<file path="config.mk">
export PLATFORM = sky130hd
export DESIGN_NAME = multiphase_clock_divider
export DESIGN_NICKNAME = d
export VERILOG_FILES = /design/src/rtl/multiphase_clock_divider.sv
export SDC_FILE = /design/constraint.sdc
export NUM_CORES = 1
export LEC_CHECK = 0
export ABC_CLOCK_PERIOD_IN_PS = 18020
export CORE_ASPECT_RATIO = 2
export CORE_MARGIN = 2
export CORE_UTILIZATION = 40
export CTS_BUF_LIST = sky130_fd_sc_hd__clkbuf_8
export DETAILED_ROUTE_END_ITERATION = 6
export SLEW_MARGIN = 25
export SYNTH_ARGS = -nofsm -noshare
export SYNTH_HDL_FRONTEND = slang
export SYNTH_SLANG_ARGS = --single-unit
</file>
<file path="constraint.sdc">
create_clock -name clk_in -period 18.02 [get_ports clk_in]
set_input_delay 2.703 -clock clk_in [delete_from_list [all_inputs] [get_ports clk_in]]
set_output_delay 2.703 -clock clk_in [all_outputs]
set_load 0.01 [all_outputs]
</file>
<file path="src/rtl/multiphase_clock_divider.sv">
`default_nettype none
// ============================================================================
//  Module      : multiphase_clock_divider
//  Description : Burst-mode clock divider producing NUM_PHASES equally spaced
//                50%-duty divided clocks from clk_in. Output period is
//                P = NUM_PHASES * D, where D (div_step) is the number of clk_in
//                cycles between adjacent phases. A burst runs num_cycles
//                output periods (0 = continuous until stop).
//  Ports       : clk_in, reset_n (async, active-low)
//                div_step [DIVIDER_WIDTH], num_cycles [CYCLE_WIDTH],
//                start, stop, cpol (only with MPCD_CPOL_EN)
//                phase [NUM_PHASES], busy, done, period_tick
//  Options     : `define MPCD_CPOL_EN adds the cpol input; a latched cpol=1
//                inverts every phase bit, including the idle level.
//  Revision    : 1.0 - initial release
// ============================================================================
module multiphase_clock_divider #(
  parameter int DIVIDER_WIDTH = 8,
  parameter int NUM_PHASES    = 4,
  parameter int CYCLE_WIDTH   = 16
) (
  input  logic                     clk_in,
  input  logic                     reset_n,
  input  logic [DIVIDER_WIDTH-1:0] div_step,
  input  logic [CYCLE_WIDTH-1:0]   num_cycles,
  input  logic                     start,
  input  logic                     stop,
`ifdef MPCD_CPOL_EN
  input  logic                     cpol,
`endif
  output logic [NUM_PHASES-1:0]    phase,
  output logic                     busy,
  output logic                     done,
  output logic                     period_tick
);

  // Five extra bits hold NUM_PHASES*D (up to 16*max D) plus one extra
  // period used by the modulo-free phase offset arithmetic below.
  localparam int                 CNT_W     = DIVIDER_WIDTH + 5;
  localparam logic [CNT_W-1:0]   C_NP      = CNT_W'(NUM_PHASES);
  localparam logic [CNT_W-1:0]   C_HALF_NP = CNT_W'(NUM_PHASES / 2);

  typedef enum logic [0:0] {
    ST_IDLE = 1'b0,
    ST_RUN  = 1'b1
  } state_t;

  state_t                   r_state, w_state_nxt;
  logic [CNT_W-1:0]         r_counter, w_counter_nxt;
  logic [CYCLE_WIDTH-1:0]   r_period_cnt, w_period_cnt_nxt;
  logic [DIVIDER_WIDTH-1:0] r_d_l;
  logic [CYCLE_WIDTH-1:0]   r_n_l;
  logic                     r_stop_pend, w_stop_pend_nxt;
  logic                     r_done, w_done_nxt;
  logic [NUM_PHASES-1:0]    r_phase, w_phase_nxt;
  logic                     w_load;
  logic                     w_run_nxt;
  logic                     w_cpol_eff;
  logic [DIVIDER_WIDTH-1:0] w_d_eff;
  logic [CNT_W-1:0]         w_p;
  logic [CNT_W-1:0]         w_p_eff;
  logic [CNT_W-1:0]         w_half_eff;
  logic                     w_last_period;

  assign w_p           = C_NP * {5'b0, r_d_l};
  assign w_last_period = (r_n_l != '0) && (r_period_cnt == r_n_l - CYCLE_WIDTH'(1));

  // --------------------------------------------------------------------------
  // Next-state and datapath control
  // --------------------------------------------------------------------------
  always_comb begin
    w_state_nxt      = r_state;
    w_counter_nxt    = r_counter;
    w_period_cnt_nxt = r_period_cnt;
    w_stop_pend_nxt  = r_stop_pend;
    w_done_nxt       = 1'b0;
    w_load           = 1'b0;
    case (r_state)
      ST_IDLE: begin
        if (start && (div_step != '0)) begin
          w_state_nxt      = ST_RUN;
          w_load           = 1'b1;
          w_counter_nxt    = '0;
          w_period_cnt_nxt = '0;
          w_stop_pend_nxt  = 1'b0;
        end
      end
      ST_RUN: begin
        if (stop) begin
          w_stop_pend_nxt = 1'b1;
        end
        if (r_counter == w_p - CNT_W'(1)) begin
          w_counter_nxt = '0;
          // A stop arriving on the wrap cycle itself ends this period; a
          // last-period wrap with stop pending is still one end event.
          if (r_stop_pend || stop || w_last_period) begin
            w_state_nxt     = ST_IDLE;
            w_done_nxt      = 1'b1;
            w_stop_pend_nxt = 1'b0;
          end else if (!(&r_period_cnt)) begin
            w_period_cnt_nxt = r_period_cnt + CYCLE_WIDTH'(1);
          end
        end else begin
          w_counter_nxt = r_counter + CNT_W'(1);
        end
      end
      default: begin
        w_state_nxt = ST_IDLE;
      end
    endcase
  end

  // --------------------------------------------------------------------------
  // Phase generation: each bit is computed from the counter value it will be
  // presented with, so the registered output lines up with that cycle.
  // --------------------------------------------------------------------------
  assign w_run_nxt  = (w_state_nxt == ST_RUN);
  assign w_d_eff    = w_load ? div_step : r_d_l;
  assign w_p_eff    = C_NP * {5'b0, w_d_eff};
  assign w_half_eff = C_HALF_NP * {5'b0, w_d_eff};

`ifdef MPCD_CPOL_EN
  logic r_cpol_l;
  assign w_cpol_eff = w_load ? cpol : r_cpol_l;
`else
  assign w_cpol_eff = 1'b0;
`endif

  for (genvar k = 0; k < NUM_PHASES; k++) begin : g_phase
    logic [CNT_W-1:0] w_kd;
    logic [CNT_W-1:0] w_sum;
    logic [CNT_W-1:0] w_off;
    // (counter - k*D) mod P, using one conditional subtract: k*D < P always.
    assign w_kd  = CNT_W'(k) * {5'b0, w_d_eff};
    assign w_sum = w_counter_nxt + w_p_eff - w_kd;
    assign w_off = (w_sum >= w_p_eff) ? (w_sum - w_p_eff) : w_sum;
    assign w_phase_nxt[k] = (w_run_nxt && (w_off < w_half_eff)) ^ w_cpol_eff;
  end

  // --------------------------------------------------------------------------
  // State registers
  // --------------------------------------------------------------------------
  always_ff @(posedge clk_in or negedge reset_n) begin
    if (!reset_n) begin
      r_state      <= ST_IDLE;
      r_counter    <= '0;
      r_period_cnt <= '0;
      r_d_l        <= '0;
      r_n_l        <= '0;
      r_stop_pend  <= 1'b0;
      r_done       <= 1'b0;
      r_phase      <= '0;
`ifdef MPCD_CPOL_EN
      r_cpol_l     <= 1'b0;
`endif
    end else begin
      r_state      <= w_state_nxt;
      r_counter    <= w_counter_nxt;
      r_period_cnt <= w_period_cnt_nxt;
      r_stop_pend  <= w_stop_pend_nxt;
      r_done       <= w_done_nxt;
      r_phase      <= w_phase_nxt;
      if (w_load) begin
        r_d_l <= div_step;
        r_n_l <= num_cycles;
`ifdef MPCD_CPOL_EN
        r_cpol_l <= cpol;
`endif
      end
    end
  end

  assign phase       = r_phase;
  assign busy        = (r_state == ST_RUN);
  assign done        = r_done;
  assign period_tick = (r_state == ST_RUN) && (r_counter == '0);

endmodule
`default_nettype wire

</file>
==> key figures, run 1 <==
Outcome
  – Status: finished, final reports clean

Clocking
  – Max H-tree Level: 3
  – CTS Buf Count: 9
  – CTS hold repair buffers: 0
  – Clk pin slew, worst setup/hold paths: ~0.07 ns
  – CTS tree: done
  – Worst-Skew Late Latency: ~0.36 ns
  – Clock Tree Buf Depth: 2
  – Postcts setup bufs: 0
  – Clock sinks: 60
  – Post-CTS Resized: 0
  – Clock Root Buffer: clkbuf_8

Detailed routing
  – TritonRoute pass-1 iters: 4
  – Vias: between 7000 and 8000
  – Antenna viol nets, final: 0
  – Mean number of vias per cell: between 5 and 6
  – Avg WL per Cell: around 20 um
  – DRC viols: 0
  – Routed WL: roughly 27000 um
  – Iteration-0 DRC count of the detailed router: between 300 and 400

Floorplan
  – Die area: 0.0214 mm2
  – Starting density of the core: 0.408
  – I/O Pins: 35
  – CORE AREA: 0.0198 mm2
  – Site Rows: 73
  – Die height: between 200 and 250 um
  – Die width: 105 um

STA
  – Final hold viol count: 0
  – Unrepaired setup endpoints after global routing: no
  – TNS Setup: 0 ns
  – Rel. slew slack: 0.373
  – Clk_skew: roughly 0.015 ns
  – Min Tclk post-route: approximately 11 ns
  – Peak Freq: just under 0.09 GHz
  – Final setup vio count: 0
  – Slew Limit Fails: 0
  – Fin crit share: 0.638
  – Least-Margin Pin Slew: 0.934 ns

Layout
  – Leading cell types in the layout, fill and taps excluded: ha_1, nand2_1, nor2_1, inv_1
  – Diodes inserted: 0
  – Synth-to-Final Area Change: 11.6%
  – Commonest non-fill, non-tap cell in the layout: ha_1
  – Layout cells sized above 1: 0.0766
  – Nets: 1195

Logic synthesis
  – Register area share after synthesis: 0.186
  – #FFs+latches synth: 60
  – Synth Area per Inst: 8.02 um2
  – Post-synth ARST share: 1.00
  – Syn nets: ~1200
  – Synth Instances: ~1000
  – Warnings, synthesis: 0
  – Ranking of synthesized cells by area: dfrtp_1, ha_1, xnor2_1
  – Dominant cell type by area after synthesis: dfrtp_1
  – Netlist cell types: 75
  – Top-area cell type share of the netlist area: 0.186
  – EDFF count, synth: 0
  – Synthesized area: roughly 0.0081 mm2
  – Dominant synthesized flop cell: dfrtp_1

Critical path
  – Startpoint types: input pin
  – Reg-to-reg slack, setup: 8.18 ns
  – CP Depth: 31
  – Slowest cell on crit path: a22oi_1
  – Buf+Inv Stages, Crit Path: 3
  – Crit Path Max Fanout: 11
  – Reg-to-Reg End: phase[1]
  – R2R depth: 34
  – Crit Path Category: input pin to flop
  – Required @ worst endpoint: 18.27 ns
  – Worst EP arrival: roughly 12 ns
  – Crit-path leading delay family: compound AO/OA/AOI/OAI gates
  – Critical Path Max Stage Delay: around 0.60 ns
  – Reg-to-reg startpoint: r_d_l[2]
  – Crit end category: flop
  – Crit. Startpoint: start
  – Crit path capture: phase[1]

Global routing
  – First-pass GRT wire length: about 42000 um
  – Largest net degree at the start of global routing: 61
  – Initial antenna violation count: 0
  – Total GRT Usage: 0.257
  – Vias in the first global route: just over 8000
  – Grt ovf: 0

Min path
  – Min-delay worst type: flop to flop
  – Hold path cells: 2

Placement
  – Gpl congestion: 0.915
  – Hpwl dp: approximately 22000 um
  – Port Buf Inserts: 34

Job
  – Max-Cap Viols: 0
[state kept, by name (all words and copies together) (netlist names)]
name	cells
busy	1
done	1
phase	4
r_counter	13
r_d_l	8
r_n_l	16
r_period_cnt	16
r_stop_pend	1
[cell usage after synthesis (all sizes together), types with 13 or more instances]
master and n:
clkbuf 18, mux2i 14, nand2 88, nand2b 18
nor3 25, a21o 25, a21boi 13, xor2 27
mux2 26, a21oi 66, fa 14, o21ai 68
nand3 30, nor4 16, nor2b 25, xnor2 65
o21a 16, nor2 79, dfrtp 60, inv 80
ha 101
[final cells by class]
cell class | instances | area [um2]
Clock inverter | 6 | 63.8
Fill cell | 1999 | 10800
Clock buffer | 10 | 138
Multi-Input combinational cell | 849 | 6230
Timing Repair Buffer | 52 | 470
Tap cell | 262 | 328
Inverter | 80 | 300
Sequential cell | 60 | 1500
[logic make-up after synthesis]
family | synth area share
buffers and inverters | 0.0461
multiplexers | 0.0535
AND/OR/NAND/NOR | 0.212
AO/OA/AOI/OAI | 0.210
adder cells (fa/ha/maj) | 0.191
flip-flops | 0.186
XOR/XNOR | 0.102
[worst min-delay path by stage]
stage | start | end | slack, ns
after global placement | r_stop_pend | r_stop_pend | 0.48
after global routing | r_stop_pend | r_stop_pend | 0.57
after CTS | r_stop_pend | r_stop_pend | 0.50
after floorplan | r_stop_pend | r_stop_pend | 0.46
after detailed placement | r_stop_pend | r_stop_pend | 0.48
final | r_stop_pend | r_stop_pend | 0.50
[routing by layer]
layer | vias up | global-route usage | part of all wire
met2 | 206 | 0.519 | 0.56
li1 | 3691 | - | -
met1 | 3634 | 0.218 | 0.33
met4 | 0 | 0.211 | 0.089
met5 | - | 0 | 0
met3 | 123 | 0.0286 | 0.030
[through the flow]
step / instance area (um2) / hold slack, ns / instances / util / worst slack, ns
final: 9030 / 0.499 / 1319 / 0.456 / 6.52
after CTS: 9030 / 0.503 / 1319 / 0.456 / 6.63
after floorplan: 8090 / 0.463 / 1008 / - / 7.51
after global placement: 8820 / 0.479 / 1303 / 0.445 / 6.42
after detailed placement: 8830 / 0.483 / 1303 / 0.445 / 6.30
after global routing: 9030 / 0.573 / 1319 / 0.456 / 5.84
[tightest hold or removal path: stages, from the launching register on]
cell,delay [ns]
dfrtp_1,0.35
a21oi_1,0.05
nor2_1,0.07
Power of run 1 is left out: the tool's default activity adds up to more than one toggle a clock period on the data nets, which glitch-free logic cannot reach.
==> run 2, diff against run 1 <==
--- a/config.mk
+++ b/config.mk
@@ -5,7 +5,7 @@
 export SDC_FILE = /design/constraint.sdc
 export NUM_CORES = 1
 export LEC_CHECK = 0
-export ABC_CLOCK_PERIOD_IN_PS = 18020
+export ABC_CLOCK_PERIOD_IN_PS = 9800
 export CORE_ASPECT_RATIO = 2
 export CORE_MARGIN = 2
 export CORE_UTILIZATION = 40
==> constraint.sdc (replaced) <==
create_clock -name clk_in -period 9.8 [get_ports clk_in]
set_input_delay 1.47 -clock clk_in [delete_from_list [all_inputs] [get_ports clk_in]]
set_output_delay 1.47 -clock clk_in [all_outputs]
set_load 0.01 [all_outputs]
==> run 2 against run 1 <==
Net effect: core utilization rose by 1.7 points; first-iteration DRC count shrank 5.4%; sequential cell count unchanged; die area is the same; critical path depth rose by 9; critical endpoint is now phase[3]; highest routed layer unchanged.
==> key figures, run 2 (synthesized netlist as in run 1, its figures left out) <==
Critical path
  – Startpoint types: flop
  – Crit-path leading delay family: compound AO/OA/AOI/OAI gates
  – Slowest cell on crit path: or4b_1
  – Worst EP arrival: 9.25 ns
  – Buf+Inv Stages, Crit Path: 9
  – Crit Path Max Fanout: 13
  – Crit end category: flop
  – Crit Path Category: flop to flop
  – Required @ worst endpoint: roughly 10 ns
  – Critical Path Max Stage Delay: about 0.50 ns
  – Reg-to-reg slack, setup: ~0.83 ns

Layout
  – Commonest non-fill, non-tap cell in the layout: ha_1
  – Leading cell types in the layout, fill and taps excluded: ha_1, nand2_1, inv_1
  – Nets: approximately 1200
  – Diodes inserted: 0
  – Synth-to-Final Area Change: 15.7%
  – Top Registers: r_n_l (16), r_period_cnt (16), r_counter (13)
  – Layout cells sized above 1: 0.111

Clocking
  – CTS Buf Count: 9
  – CTS hold repair buffers: 0
  – Worst-Skew Late Latency: roughly 0.36 ns
  – Clock Tree Buf Depth: 2
  – Clk pin slew, worst setup/hold paths: 0.07 ns
  – Clock sinks: 60
  – Clock Root Buffer: clkbuf_8
  – Post-CTS Resized: 0
  – CTS tree: done
  – Max H-tree Level: 3
  – Postcts setup bufs: 0

STA
  – Unrepaired setup endpoints after global routing: no
  – Least-Margin Pin Slew: between 0.8 and 0.9 ns
  – Hold WS: ~0.51 ns
  – Rel. slew slack: 0.420
  – Slew Limit Fails: 0
  – Final hold viol count: 0
  – Min Tclk post-route: 8.97 ns
  – Final setup vio count: 0
  – Fin crit share: 0.915
  – Peak Freq: ~0.11 GHz
  – Clk_skew: 0.0149 ns
  – TNS Setup: 0 ns
  – Setup ws final: between 0.8 and 0.9 ns

Detailed routing
  – Routed WL: 27600 um
  – Vias: 7872
  – Iteration-0 DRC count of the detailed router: ~320
  – TritonRoute pass-1 iters: 6
  – Avg WL per Cell: between 20 and 25 um
  – DRC viols: 0
  – Antenna viol nets, final: 0
  – Mean number of vias per cell: ~5.8

Placement
  – Gpl congestion: just under 1
  – Port Buf Inserts: 34
  – Hpwl dp: approximately 23000 um
  – Worst slack at placement: approximately 0.50 ns

Floorplan
  – I/O Pins: 35
  – Die width: 105 um
  – Site Rows: between 70 and 80
  – Die area: between 0.02 and 0.025 mm2
  – Starting density of the core: 0.408
  – CORE AREA: slightly below 0.02 mm2
  – Die height: 205 um

Global routing
  – Grt ovf: 0
  – Largest net degree at the start of global routing: 61
  – Vias in the first global route: approximately 8500
  – Initial antenna violation count: 0
  – Total GRT Usage: 0.266
  – First-pass GRT wire length: approximately 44000 um

Job
  – Max-Cap Viols: 0

Outcome
  – Status: finished, final reports clean

Min path
  – Min-delay worst type: flop to flop
[run 2: path summary, 6_finish.rpt]
check,end,start,depth (start not counted)
worst max-delay path,phase[3],r_d_l[0],40
worst min-delay path,r_stop_pend,r_stop_pend,2
worst max register to register,phase[3],r_d_l[0],40
worst min register to register,r_stop_pend,r_stop_pend,2
max in group asynchronous,phase[1],reset_n,2
min in group asynchronous,r_counter[2],reset_n,2
[run 2: layout make-up]
type / count / area [um2]
Timing Repair Buffer: 96 / 813
Inverter: 80 / 300
Fill cell: 2036 / 10500
Clock buffer: 11 / 151
Tap cell: 262 / 328
Clock inverter: 3 / 38.8
Sequential cell: 60 / 1500
Multi-Input combinational cell: 849 / 6220
[run 2: stage by stage]
step           utilization  area, um2  instances
6_report             0.472       9360       1361
2_1_floorplan            -       8090       1008
4_1_cts              0.472       9360       1361
3_5_place_dp         0.462       9170       1347
5_1_grt              0.472       9360       1361
3_3_place_gp         0.462       9160       1347
[run 2: layer usage]
metal,part of all wire,track usage,vias to the layer above
met5,0,0,-
met4,0.091,0.220,0
met3,0.022,0.0267,118
met2,0.57,0.550,195
met1,0.31,0.215,3788
li1,-,-,3771
[run 2: worst reg2reg max path, delay by kind of cell (launching register included)]
kind	cells	cell delay, ns
fa+ha+maj	7	2.39
compound gates	15	3.05
simple gates	6	1.35
flops	1	0.44
mux	1	0.12
xor+xnor	2	0.35
buf+inv	9	1.22
Power of run 2 is left out for the same reason.
==> run 3, diff against run 2 <==
--- a/config.mk
+++ b/config.mk
@@ -6,7 +6,6 @@
 export NUM_CORES = 1
 export LEC_CHECK = 0
 export ABC_CLOCK_PERIOD_IN_PS = 9800
-export CORE_ASPECT_RATIO = 2
 export CORE_MARGIN = 2
 export CORE_UTILIZATION = 40
 export CTS_BUF_LIST = sky130_fd_sc_hd__clkbuf_8
==> run 3 against run 2 <==
Net effect: via count fell by 5.7%; die area is 0.32% lower; critical path depth shrank 6; first-iteration DRC count increased by 26%; maximum frequency fell by 2.5%; count of clock-buffer cells in the layout grew 1; sequential cell count did not move; design area fell by 2.8%; final cell count decreased by 2.2%.
==> key figures, run 3 (synthesized netlist as in run 1, its figures left out) <==
Detailed routing
  – Iteration-0 DRC count of the detailed router: between 300 and 400
  – Vias: ~7400
  – DRC viols: 0
  – Uppermost layer routed: met4
  – Avg WL per Cell: ~17 um
  – WL met1: approximately 11000 um
  – Mean number of vias per cell: 5.58
  – TritonRoute pass-1 iters: 5
  – Metal2 WL: approximately 10000 um
  – WL met3: around 960 um
  – Routed WL: 22900 um
  – Antenna viol nets, final: 0

Floorplan
  – I/O Pins: 35
  – Die area: between 0.02 and 0.025 mm2
  – Die height: between 100 and 150 um
  – Die width: 146 um
  – Starting density of the core: 0.404
  – CORE AREA: ~0.02 mm2
  – Site Rows: 52

STA
  – Final setup vio count: 0
  – Unrepaired setup endpoints after global routing: no
  – Least-Margin Pin Slew: around 0.84 ns
  – Peak Freq: around 0.11 GHz
  – Clk_skew: ~0.017 ns
  – Final hold viol count: 0
  – Min Tclk post-route: slightly above 9 ns
  – Fin crit share: 0.939
  – Slew Limit Fails: 0
  – Rel. slew slack: 0.437
  – TNS Setup: 0 ns

Layout
  – Multi-input logic area: between 0.006 and 0.007 mm2
  – Commonest non-fill, non-tap cell in the layout: ha_1
  – FF+latch area: 0.00150 mm2
  – Layout cells sized above 1: 0.0811
  – Synth-to-Final Area Change: 12.4%
  – Nets: 1200
  – Top Registers: r_n_l (16), r_period_cnt (16), r_counter (13)
  – Leading cell types in the layout, fill and taps excluded: ha_1, nand2_1, inv_1
  – Fillers: between 2000 and 2500
  – Diodes inserted: 0

Placement
  – Hpwl dp: 17700 um
  – Port Buf Inserts: 34
  – Gpl congestion: around 0.90

Job
  – Max-Cap Viols: 0

Critical path
  – Slowest cell on crit path: fa_1
  – Worst EP arrival: 9.49 ns
  – Crit end category: flop
  – Critical Path Max Stage Delay: roughly 0.52 ns
  – Crit Path Max Fanout: 11
  – Required @ worst endpoint: 10.09 ns
  – Crit Path Category: input pin to flop
  – Startpoint types: input pin

Clocking
  – Clock Tree Buf Depth: 2
  – Max H-tree Level: 3
  – Worst-Skew Late Latency: between 0.3 and 0.4 ns
  – Clk pin slew, worst setup/hold paths: around 0.07 ns
  – CTS tree: done
  – CTS Buf Count: 9
  – Clock Root Buffer: clkbuf_8
  – Clock sinks: 60

Min path
  – Min-delay worst type: flop to flop

Global routing
  – Vias in the first global route: between 7000 and 8000
  – Initial antenna violation count: 1
  – Total GRT Usage: 0.222
  – First-pass GRT wire length: between 30000 and 40000 um
  – Grt ovf: 0
  – Largest net degree at the start of global routing: 61

Outcome
  – Status: finished, final reports clean
-- run 3: path summary, 6_finish.rpt --
| path | startpoint | slack, ns | cells after the start | end |
|---|---|---|---|---|
| hold / removal | r_period_cnt[6] | 0.55 | 2 | r_period_cnt[6] |
| max in group asynchronous | reset_n | 7.95 | 2 | r_n_l[14] |
| setup reg to reg | r_d_l[0] | 0.64 | 39 | phase[3] |
| hold reg to reg | r_period_cnt[6] | 0.55 | 2 | r_period_cnt[6] |
| setup / recovery | start | 0.60 | 34 | phase[3] |
| min in group asynchronous | reset_n | 1.30 | 2 | phase[2] |
-- run 3: routing by layer --
metal	up-vias	track usage
met4	0	0.0529
met5	-	0
met3	31	0.0269
met2	163	0.369
li1	3705	-
met1	3526	0.309
-- run 3: critical path, delay by kind of cell --
kind                     cells  cell delay, ns
AO/OA/AOI/OAI               12            2.50
XOR/XNOR                     2            0.47
adder cells (fa/ha/maj)      6            2.29
buffers and inverters        6            1.14
multiplexers                 1            0.23
AND/OR/NAND/NOR              7            1.38
-- run 3: per-stage QoR --
stage | area [um2] | cells | hold WS [ns] | util | worst slack [ns]
final | 9090 | 1331 | 0.553 | 0.454 | 0.601
after global routing | 9090 | 1331 | 0.590 | 0.454 | 0.00284
after CTS | 9070 | 1331 | 0.553 | 0.453 | 0.508
after detailed placement | 8870 | 1316 | 0.537 | 0.442 | 0.195
after global placement | 8870 | 1316 | 0.530 | 0.442 | 0.234
after floorplan | 8090 | 1008 | 0.463 | - | 0.527
-- run 3: area by class of cell --
| type | count | share of cell area |
|---|---|---|
| clock inverter | 3 | 0.00413 |
| timing repair buffer | 57 | 0.0559 |
| sequential | 60 | 0.165 |
| inverter | 80 | 0.0330 |
| tap | 270 | 0.0372 |
| multi-input combinational | 849 | 0.687 |
| clock buffer | 12 | 0.0182 |
-- run 3: repair_timing --
action	4_1_cts	5_1_grt
setup buffers	0	0
endpoints found under the setup margin	0	2
hold buffers	0	0
resized for setup	0	7
Power of run 3 is left out for the same reason.
